--- src/rtl/mem_port_arbiter_if.sv ---
// rtl/mem_port_arbiter_if.sv - I-side, D-side and memory signals of the memory port arbiter
interface mem_port_arbiter_if;
  logic        I_REQ;
  logic [11:0] I_ADDR;
  logic        I_GNT;
  logic        I_VALID;
  logic [31:0] I_RDATA;

  logic        D_REQ;
  logic        D_WE;
  logic [11:0] D_ADDR;
  logic [31:0] D_WDATA;
  logic [3:0]  D_BE;
  logic        D_GNT;
  logic        D_VALID;
  logic [31:0] D_RDATA;

  logic        M_CSN;
  logic        M_WEN;
  logic [11:0] M_ADDR;
  logic [31:0] M_DOUT;
  logic [3:0]  M_BE;
  logic [31:0] M_DI;

  // Arbiter side
  modport slave (
    input  I_REQ, I_ADDR,
    output I_GNT, I_VALID, I_RDATA,
    input  D_REQ, D_WE, D_ADDR, D_WDATA, D_BE,
    output D_GNT, D_VALID, D_RDATA,
    output M_CSN, M_WEN, M_ADDR, M_DOUT, M_BE,
    input  M_DI
  );

  // Requester / memory model side
  modport master (
    output I_REQ, I_ADDR,
    input  I_GNT, I_VALID, I_RDATA,
    output D_REQ, D_WE, D_ADDR, D_WDATA, D_BE,
    input  D_GNT, D_VALID, D_RDATA,
    input  M_CSN, M_WEN, M_ADDR, M_DOUT, M_BE,
    output M_DI
  );
endinterface

--- src/rtl/mem_port_arbiter.sv ---
// rtl/mem_port_arbiter.sv - two-requester single-port memory arbiter with D priority and I starvation guard
module mem_port_arbiter #(
  parameter int MEM_LAT    = 2,
  parameter int STARVE_LIM = 4
) (
  input  logic              CLK,
  input  logic              RSTn,
  mem_port_arbiter_if.slave bus
);

  typedef enum logic {
    ST_IDLE   = 1'b0,
    ST_ACCESS = 1'b1
  } state_t;

  localparam logic [3:0] LP_CNT_LOAD   = 4'(MEM_LAT - 1);
  localparam logic [7:0] LP_STARVE_LIM = 8'(STARVE_LIM);

  state_t      r_state;
  logic [3:0]  r_cnt;
  logic        r_owner_d;
  logic        r_we;
  logic [7:0]  r_starve;

  logic        r_i_gnt;
  logic        r_i_valid;
  logic [31:0] r_i_rdata;
  logic        r_d_gnt;
  logic        r_d_valid;
  logic [31:0] r_d_rdata;
  logic        r_m_csn;
  logic        r_m_wen;
  logic [11:0] r_m_addr;
  logic [31:0] r_m_dout;
  logic [3:0]  r_m_be;

  logic        w_any_req;
  logic        w_d_wins;

  assign w_any_req = bus.I_REQ | bus.D_REQ;
  // D has priority unless I has been passed over STARVE_LIM times in a row
  assign w_d_wins  = bus.D_REQ & ~(bus.I_REQ & (r_starve == LP_STARVE_LIM));

  // Arbitration FSM: grant and latch in IDLE, count down latency in ACCESS, then complete
  always_ff @(posedge CLK) begin
    if (!RSTn) begin
      r_state   <= ST_IDLE;
      r_cnt     <= 4'd0;
      r_owner_d <= 1'b0;
      r_we      <= 1'b0;
      r_starve  <= 8'd0;
      r_i_gnt   <= 1'b0;
      r_i_valid <= 1'b0;
      r_i_rdata <= 32'd0;
      r_d_gnt   <= 1'b0;
      r_d_valid <= 1'b0;
      r_d_rdata <= 32'd0;
      r_m_csn   <= 1'b1;
      r_m_wen   <= 1'b1;
      r_m_addr  <= 12'd0;
      r_m_dout  <= 32'd0;
      r_m_be    <= 4'd0;
    end else begin
      r_i_gnt   <= 1'b0;
      r_d_gnt   <= 1'b0;
      r_i_valid <= 1'b0;
      r_d_valid <= 1'b0;
      case (r_state)
        ST_IDLE: begin
          if (!bus.I_REQ) begin
            r_starve <= 8'd0;
          end
          if (w_any_req) begin
            r_state   <= ST_ACCESS;
            r_cnt     <= LP_CNT_LOAD;
            r_m_csn   <= 1'b0;
            r_owner_d <= w_d_wins;
            if (w_d_wins) begin
              r_d_gnt  <= 1'b1;
              r_we     <= bus.D_WE;
              r_m_wen  <= ~bus.D_WE;
              r_m_addr <= bus.D_ADDR;
              r_m_dout <= bus.D_WDATA;
              r_m_be   <= bus.D_WE ? bus.D_BE : 4'b1111;
              if (bus.I_REQ && (r_starve != LP_STARVE_LIM)) begin
                r_starve <= r_starve + 8'd1;
              end
            end else begin
              r_i_gnt  <= 1'b1;
              r_we     <= 1'b0;
              r_m_wen  <= 1'b1;
              r_m_addr <= bus.I_ADDR;
              r_m_dout <= 32'd0;
              r_m_be   <= 4'b1111;
              r_starve <= 8'd0;
            end
          end
        end
        ST_ACCESS: begin
          if (r_cnt != 4'd0) begin
            r_cnt <= r_cnt - 4'd1;
          end else begin
            r_state <= ST_IDLE;
            r_m_csn <= 1'b1;
            r_m_wen <= 1'b1;
            if (r_owner_d) begin
              r_d_valid <= 1'b1;
              r_d_rdata <= r_we ? 32'd0 : bus.M_DI;
            end else begin
              r_i_valid <= 1'b1;
              r_i_rdata <= bus.M_DI;
            end
          end
        end
        default: r_state <= ST_IDLE;
      endcase
    end
  end

  assign bus.I_GNT   = r_i_gnt;
  assign bus.I_VALID = r_i_valid;
  assign bus.I_RDATA = r_i_rdata;
  assign bus.D_GNT   = r_d_gnt;
  assign bus.D_VALID = r_d_valid;
  assign bus.D_RDATA = r_d_rdata;
  assign bus.M_CSN   = r_m_csn;
  assign bus.M_WEN   = r_m_wen;
  assign bus.M_ADDR  = r_m_addr;
  assign bus.M_DOUT  = r_m_dout;
  assign bus.M_BE    = r_m_be;

endmodule

--- src/flat_wrapper.sv ---
// flat-port wrapper written by rule: the top's interface ports become plain ports
module mem_port_arbiter_flat 
#(
  parameter int MEM_LAT    = 2,
  parameter int STARVE_LIM = 4
)
  (CLK, RSTn, bus_I_REQ, bus_I_ADDR, bus_I_GNT, bus_I_VALID, bus_I_RDATA, bus_D_REQ, bus_D_WE, bus_D_ADDR, bus_D_WDATA, bus_D_BE, bus_D_GNT, bus_D_VALID, bus_D_RDATA, bus_M_CSN, bus_M_WEN, bus_M_ADDR, bus_M_DOUT, bus_M_BE, bus_M_DI);
  mem_port_arbiter_if bus_i ();
  input  logic CLK;
  input  logic RSTn;
  input wire logic [$bits(bus_i.I_REQ)-1:0] bus_I_REQ;
  input wire logic [$bits(bus_i.I_ADDR)-1:0] bus_I_ADDR;
  output wire logic [$bits(bus_i.I_GNT)-1:0] bus_I_GNT;
  output wire logic [$bits(bus_i.I_VALID)-1:0] bus_I_VALID;
  output wire logic [$bits(bus_i.I_RDATA)-1:0] bus_I_RDATA;
  input wire logic [$bits(bus_i.D_REQ)-1:0] bus_D_REQ;
  input wire logic [$bits(bus_i.D_WE)-1:0] bus_D_WE;
  input wire logic [$bits(bus_i.D_ADDR)-1:0] bus_D_ADDR;
  input wire logic [$bits(bus_i.D_WDATA)-1:0] bus_D_WDATA;
  input wire logic [$bits(bus_i.D_BE)-1:0] bus_D_BE;
  output wire logic [$bits(bus_i.D_GNT)-1:0] bus_D_GNT;
  output wire logic [$bits(bus_i.D_VALID)-1:0] bus_D_VALID;
  output wire logic [$bits(bus_i.D_RDATA)-1:0] bus_D_RDATA;
  output wire logic [$bits(bus_i.M_CSN)-1:0] bus_M_CSN;
  output wire logic [$bits(bus_i.M_WEN)-1:0] bus_M_WEN;
  output wire logic [$bits(bus_i.M_ADDR)-1:0] bus_M_ADDR;
  output wire logic [$bits(bus_i.M_DOUT)-1:0] bus_M_DOUT;
  output wire logic [$bits(bus_i.M_BE)-1:0] bus_M_BE;
  input wire logic [$bits(bus_i.M_DI)-1:0] bus_M_DI;
  assign bus_i.I_REQ = bus_I_REQ;
  assign bus_i.I_ADDR = bus_I_ADDR;
  assign bus_I_GNT = bus_i.I_GNT;
  assign bus_I_VALID = bus_i.I_VALID;
  assign bus_I_RDATA = bus_i.I_RDATA;
  assign bus_i.D_REQ = bus_D_REQ;
  assign bus_i.D_WE = bus_D_WE;
  assign bus_i.D_ADDR = bus_D_ADDR;
  assign bus_i.D_WDATA = bus_D_WDATA;
  assign bus_i.D_BE = bus_D_BE;
  assign bus_D_GNT = bus_i.D_GNT;
  assign bus_D_VALID = bus_i.D_VALID;
  assign bus_D_RDATA = bus_i.D_RDATA;
  assign bus_M_CSN = bus_i.M_CSN;
  assign bus_M_WEN = bus_i.M_WEN;
  assign bus_M_ADDR = bus_i.M_ADDR;
  assign bus_M_DOUT = bus_i.M_DOUT;
  assign bus_M_BE = bus_i.M_BE;
  assign bus_i.M_DI = bus_M_DI;
  mem_port_arbiter #(.MEM_LAT(MEM_LAT), .STARVE_LIM(STARVE_LIM)) u_core (.CLK(CLK), .RSTn(RSTn), .bus(bus_i));
endmodule
--- config.mk ---
export PLATFORM = sky130hd
export DESIGN_NAME = mem_port_arbiter_flat
export DESIGN_NICKNAME = d
export VERILOG_FILES = /design/src/rtl/mem_port_arbiter_if.sv /design/src/rtl/mem_port_arbiter.sv /design/src/flat_wrapper.sv
export SDC_FILE = /design/constraint.sdc
export NUM_CORES = 1
export LEC_CHECK = 0
export BUFFER_PORTS_ARGS = -buffer_cell sky130_fd_sc_hd__buf_2
export CAP_MARGIN = 20
export CORE_AREA = 4 4 106 108
export DETAILED_ROUTE_END_ITERATION = 6
export DIE_AREA = 0 0 110 112
export GPL_TIMING_DRIVEN = 0
export PLACE_DENSITY = 0.84
export SETUP_SLACK_MARGIN = 0.2
export SLEW_MARGIN = 20
export SYNTH_ARGS = -nofsm -noshare
export SYNTH_HDL_FRONTEND = slang
export SYNTH_SLANG_ARGS = --single-unit
--- constraint.sdc ---
create_clock -name CLK -period 4.02 [get_ports CLK]
set_clock_uncertainty 0.05 [all_clocks]
set_input_delay 0.201 -clock CLK [delete_from_list [all_inputs] [get_ports CLK]]
set_output_delay 0.201 -clock CLK [all_outputs]
set_load 0.005 [all_outputs]
==> flow_results.xml <==
<?xml version="1.0" encoding="UTF-8"?>
<metrics>
  <group name="detailed_routing">
    <metric name="drt_first_pass_iters" unit="">6</metric>
    <metric name="wire_per_inst" unit="µm">19.5</metric>
    <metric name="routed_wirelength" unit="µm">20000</metric>
    <metric name="postRouteAntennaNets" unit="">0</metric>
    <metric name="drt_iter0_markers" unit="">709</metric>
    <metric name="num_vias" unit="">6116</metric>
    <metric name="detail_route.vias_per_cell" unit="">5.96</metric>
    <metric name="post-route-drc-count" unit="">0</metric>
  </group>
  <group name="setup_path">
    <metric name="timing.critical_path.buf_inv" unit="">3</metric>
    <metric name="worstPathArrival" unit="ns">3.05</metric>
    <metric name="library_cell_contributing_the_largest_single_delay_on_the_critical_path" unit="">sky130_fd_sc_hd__dlygate4sd3_1</metric>
    <metric name="cp-start-kind" unit="">flop</metric>
    <metric name="critical_path_class" unit="">reg2reg</metric>
    <metric name="critical_path_peak_fanout" unit="">10</metric>
    <metric name="crit_chain" unit="">inv_1, ha_1, nor4b_1, buf_2, a2111oi_0, a211oi_1, dlygate4sd3_1</metric>
    <metric name="critical_path.top_delay_family" unit="">buffers and inverters</metric>
    <metric name="cp_slowest_stage_delay" unit="ns">0.59</metric>
    <metric name="endpoint_kind" unit="">flop</metric>
    <metric name="worst-endpoint-required" unit="ns">4.43</metric>
  </group>
  <group name="timing">
    <metric name="timing.final.setup_violations" unit="">0</metric>
    <metric name="rsz0062_at_grt" unit="">false</metric>
    <metric name="fin_crit" unit="ns">2.63</metric>
    <metric name="hold_viol_final" unit="">0</metric>
    <metric name="tightestPinTransition" unit="ns">0.695</metric>
    <metric name="max_slew_headroom_at_the_worst_pin" unit="%">53.0</metric>
    <metric name="setup_tns_final" unit="ns">0</metric>
    <metric name="final.hold.worst_slack" unit="ns">0.0326</metric>
    <metric name="max_freq" unit="MHz">380</metric>
    <metric name="layout_worst_path_cycle_share" unit="%">65.5</metric>
    <metric name="slew_violations" unit="">0</metric>
  </group>
  <group name="final_layout">
    <metric name="layout.cell_area.non_filler" unit="mm²">0.00790</metric>
    <metric name="syn_to_final_growth" unit="%">52.3</metric>
    <metric name="most-common-layout-cells" unit="">231 x sky130_fd_sc_hd__buf_2, 133 x sky130_fd_sc_hd__dfxtp_1, 90 x sky130_fd_sc_hd__dlygate4sd3_1</metric>
    <metric name="num-nets-final" unit="">980</metric>
    <metric name="utilization" unit="%">77.2</metric>
    <metric name="share_of_layout_cells_above_drive_strength_1" unit="%">30.8</metric>
    <metric name="mostFrequentLayoutCell" unit="">sky130_fd_sc_hd__buf_2</metric>
    <metric name="antennaDiodeCount" unit="">0</metric>
  </group>
  <group name="clocking">
    <metric name="clock-root-buffer" unit="">sky130_fd_sc_hd__clkbuf_8</metric>
    <metric name="tritoncts" unit="">built</metric>
    <metric name="ctsLongestPathBuffers" unit="">2</metric>
    <metric name="number_of_h_tree_branching_levels" unit="">4</metric>
    <metric name="numCtsBuffers" unit="">17</metric>
    <metric name="cts.repair.resized" unit="">0</metric>
    <metric name="clkSlewWorstSetupHoldPaths" unit="ns">0.07</metric>
    <metric name="postCtsSetupRepairBufs" unit="">0</metric>
    <metric name="clock_insertion_delay_worst_skew" unit="ns">0.53</metric>
    <metric name="cts_sinks" unit="">133</metric>
  </group>
  <group name="outcome">
    <metric name="outcome" unit="">completed</metric>
  </group>
  <group name="synthesis">
    <metric name="synth_sequential_area_ratio" unit="%">51.4</metric>
    <metric name="syn_area_per_cell" unit="µm²">9.31</metric>
    <metric name="yosysTopAreaCell" unit="">sky130_fd_sc_hd__dfxtp_1</metric>
    <metric name="syn-num-nets" unit="">658</metric>
    <metric name="ys_warn_count" unit="">0</metric>
    <metric name="netlist_area" unit="mm²">0.00518</metric>
    <metric name="postSynthCellCount" unit="">557</metric>
    <metric name="synth_top_cells_by_area" unit="">sky130_fd_sc_hd__dfxtp_1 51%, sky130_fd_sc_hd__a21oi_1 6.8%, sky130_fd_sc_hd__a22o_1 5.4%</metric>
    <metric name="synth.lib_cells_used.distinct" unit="">48</metric>
    <metric name="synth_largest_type_area_fraction" unit="%">51.4</metric>
    <metric name="proportion_of_register_bits_with_asynchronous_set_or_reset_after_synthesis" unit="%">0</metric>
    <metric name="synth_enable_flop_cells" unit="">0</metric>
    <metric name="synth_seq_cells" unit="">133</metric>
    <metric name="postSynth.topFlopCell" unit="">sky130_fd_sc_hd__dfxtp_1</metric>
  </group>
  <group name="floorplanning">
    <metric name="std_cell_rows" unit="">37</metric>
    <metric name="boundaryPins" unit="">215</metric>
    <metric name="die-width" unit="µm">110</metric>
    <metric name="floorplan.initialDensity" unit="%">50.7</metric>
    <metric name="core_area" unit="mm²">0.0102</metric>
    <metric name="die_area" unit="mm²">0.0123</metric>
    <metric name="dieHeight" unit="µm">112</metric>
  </group>
  <group name="global_route">
    <metric name="global_route_usage_sum" unit="%">32.3</metric>
    <metric name="maximum_number_of_pins_on_one_net_before_global_route_repair" unit="">17</metric>
    <metric name="via_count_of_the_first_global_routing_pass" unit="">6329</metric>
    <metric name="grt_antenna_before_repair" unit="">0</metric>
    <metric name="first_pass_grt_wire_length" unit="µm">31400</metric>
    <metric name="grt_overflow" unit="">0</metric>
  </group>
  <group name="power">
    <metric name="max-vdd-ir-drop" unit="µV">251</metric>
    <metric name="clock_power_share" unit="%">43.4</metric>
    <metric name="power_leakage" unit="nW">3.42</metric>
    <metric name="design_power_total" unit="mW">3.50</metric>
    <metric name="netSwitchingFraction" unit="%">27.4</metric>
    <metric name="power_density" unit="mW/mm²">443</metric>
    <metric name="cellInternalPower" unit="mW">2.54</metric>
    <metric name="power_frac_comb" unit="%">15.4</metric>
    <metric name="seq_power_share" unit="%">41.2</metric>
    <metric name="switching_power" unit="µW">960</metric>
  </group>
  <group name="place">
    <metric name="placed_cell_area" unit="mm²">0.00642</metric>
    <metric name="io_buffer_count" unit="">213</metric>
    <metric name="detailedPlacementHpwl" unit="µm">12200</metric>
    <metric name="routability_congestion_estimate_from_global_placement" unit="">0.823</metric>
  </group>
  <group name="hold_path">
    <metric name="timing.hold.worst.class" unit="">in2reg</metric>
  </group>
  <group name="job">
    <metric name="timing.max_cap.violations" unit="">0</metric>
  </group>
</metrics>
## cell families (layout without fill, tap and decap cells)
logic type      Yosys count  in the layout  share of synthesized area (%)
compound gates          234            234                           30.3
flops                   133            133                           51.4
fa+ha+maj                 4              4                          0.966
buf+inv                  68            402                           5.58
xor+xnor                  2              2                          0.338
simple gates            116            116                           11.4
## final cells by class
type / instances / area, µm²
Multi-Input combinational cell: 356 / 2230
Buffer: 59 / 255
Fill cell: 596 / 2330
Clock buffer: 18 / 428
Clock inverter: 13 / 148
Sequential cell: 133 / 2660
Tap cell: 136 / 170
Inverter: 9 / 33.8
Timing Repair Buffer: 303 / 1970
## tightest hold or removal path, stage by stage
cell and delay (ns):
sky130_fd_sc_hd__buf_2 0.08, sky130_fd_sc_hd__a2111oi_0 0.05, sky130_fd_sc_hd__a211oi_1 0.21
## layer usage
metal | up-vias | wire length, µm | GRT usage (%)
li1 | 2731 | - | -
met2 | 460 | 9630 | 53.8
met4 | 0 | 783 | 17.8
met3 | 91 | 2270 | 9.51
met1 | 2834 | 7340 | 36.3
met5 | - | 0 | 0
## worst paths after layout
check	startpoint	endpoint	slack [ns]	cells after the start
setup reg to reg	u_core.r_starve[1]	u_core.bus.M_ADDR[3]	1.39	7
setup / recovery	u_core.r_starve[1]	u_core.bus.M_ADDR[3]	1.39	7
hold reg to reg	u_core.bus.M_DOUT[31]	u_core.bus.M_DOUT[31]	0.41	2
hold / removal	bus_D_ADDR[7]	u_core.bus.M_ADDR[7]	0.03	3
## sequential cells by signal, summed over array words and instances (netlist names), 4 cells and up
name	cells
u_core.bus.D_RDATA	32
u_core.bus.I_RDATA	32
u_core.bus.M_ADDR	12
u_core.bus.M_BE	4
u_core.bus.M_DOUT	32
u_core.r_cnt	4
u_core.r_starve	8
## power groups by stage
stage / Clock (mW) / Combinational (mW) / Sequential, mW
floorplan: 0 / 0.229 / 1.47
finish: 1.52 / 0.540 / 1.44
global placement: 0 / 0.421 / 1.46
CTS: 1.52 / 0.513 / 1.44
detailed placement: 0 / 0.436 / 1.46
global route: 1.59 / 0.585 / 1.45
## per-stage QoR
| step | worst slack (ns) | instances |
|---|---|---|
| global route | 1.23 | 1027 |
| floorplan | 2.27 | 557 |
| detailed placement | 1.88 | 906 |
| global placement | 1.99 | 906 |
| CTS | 1.48 | 1027 |
| finish | 1.39 | 1027 |
## timing repair
action	CTS	global route
hold endpoints to repair	112	0
setup endpoints to repair	0	0
hold buffers	90	0
## synthesized netlist by cell type, types with 12 or more instances
cell type                   count
sky130_fd_sc_hd__a2111oi_0     12
sky130_fd_sc_hd__a211oi_1      16
sky130_fd_sc_hd__a21oi_1       70
sky130_fd_sc_hd__a22o_1        32
sky130_fd_sc_hd__buf_2         18
sky130_fd_sc_hd__clkbuf_1      36
sky130_fd_sc_hd__dfxtp_1      133
sky130_fd_sc_hd__nand2_1       37
sky130_fd_sc_hd__nand3_1       35
sky130_fd_sc_hd__nor2_1        13
sky130_fd_sc_hd__o211ai_1      32
sky130_fd_sc_hd__o21ai_0       52
(Power assumes the default switching activity.)
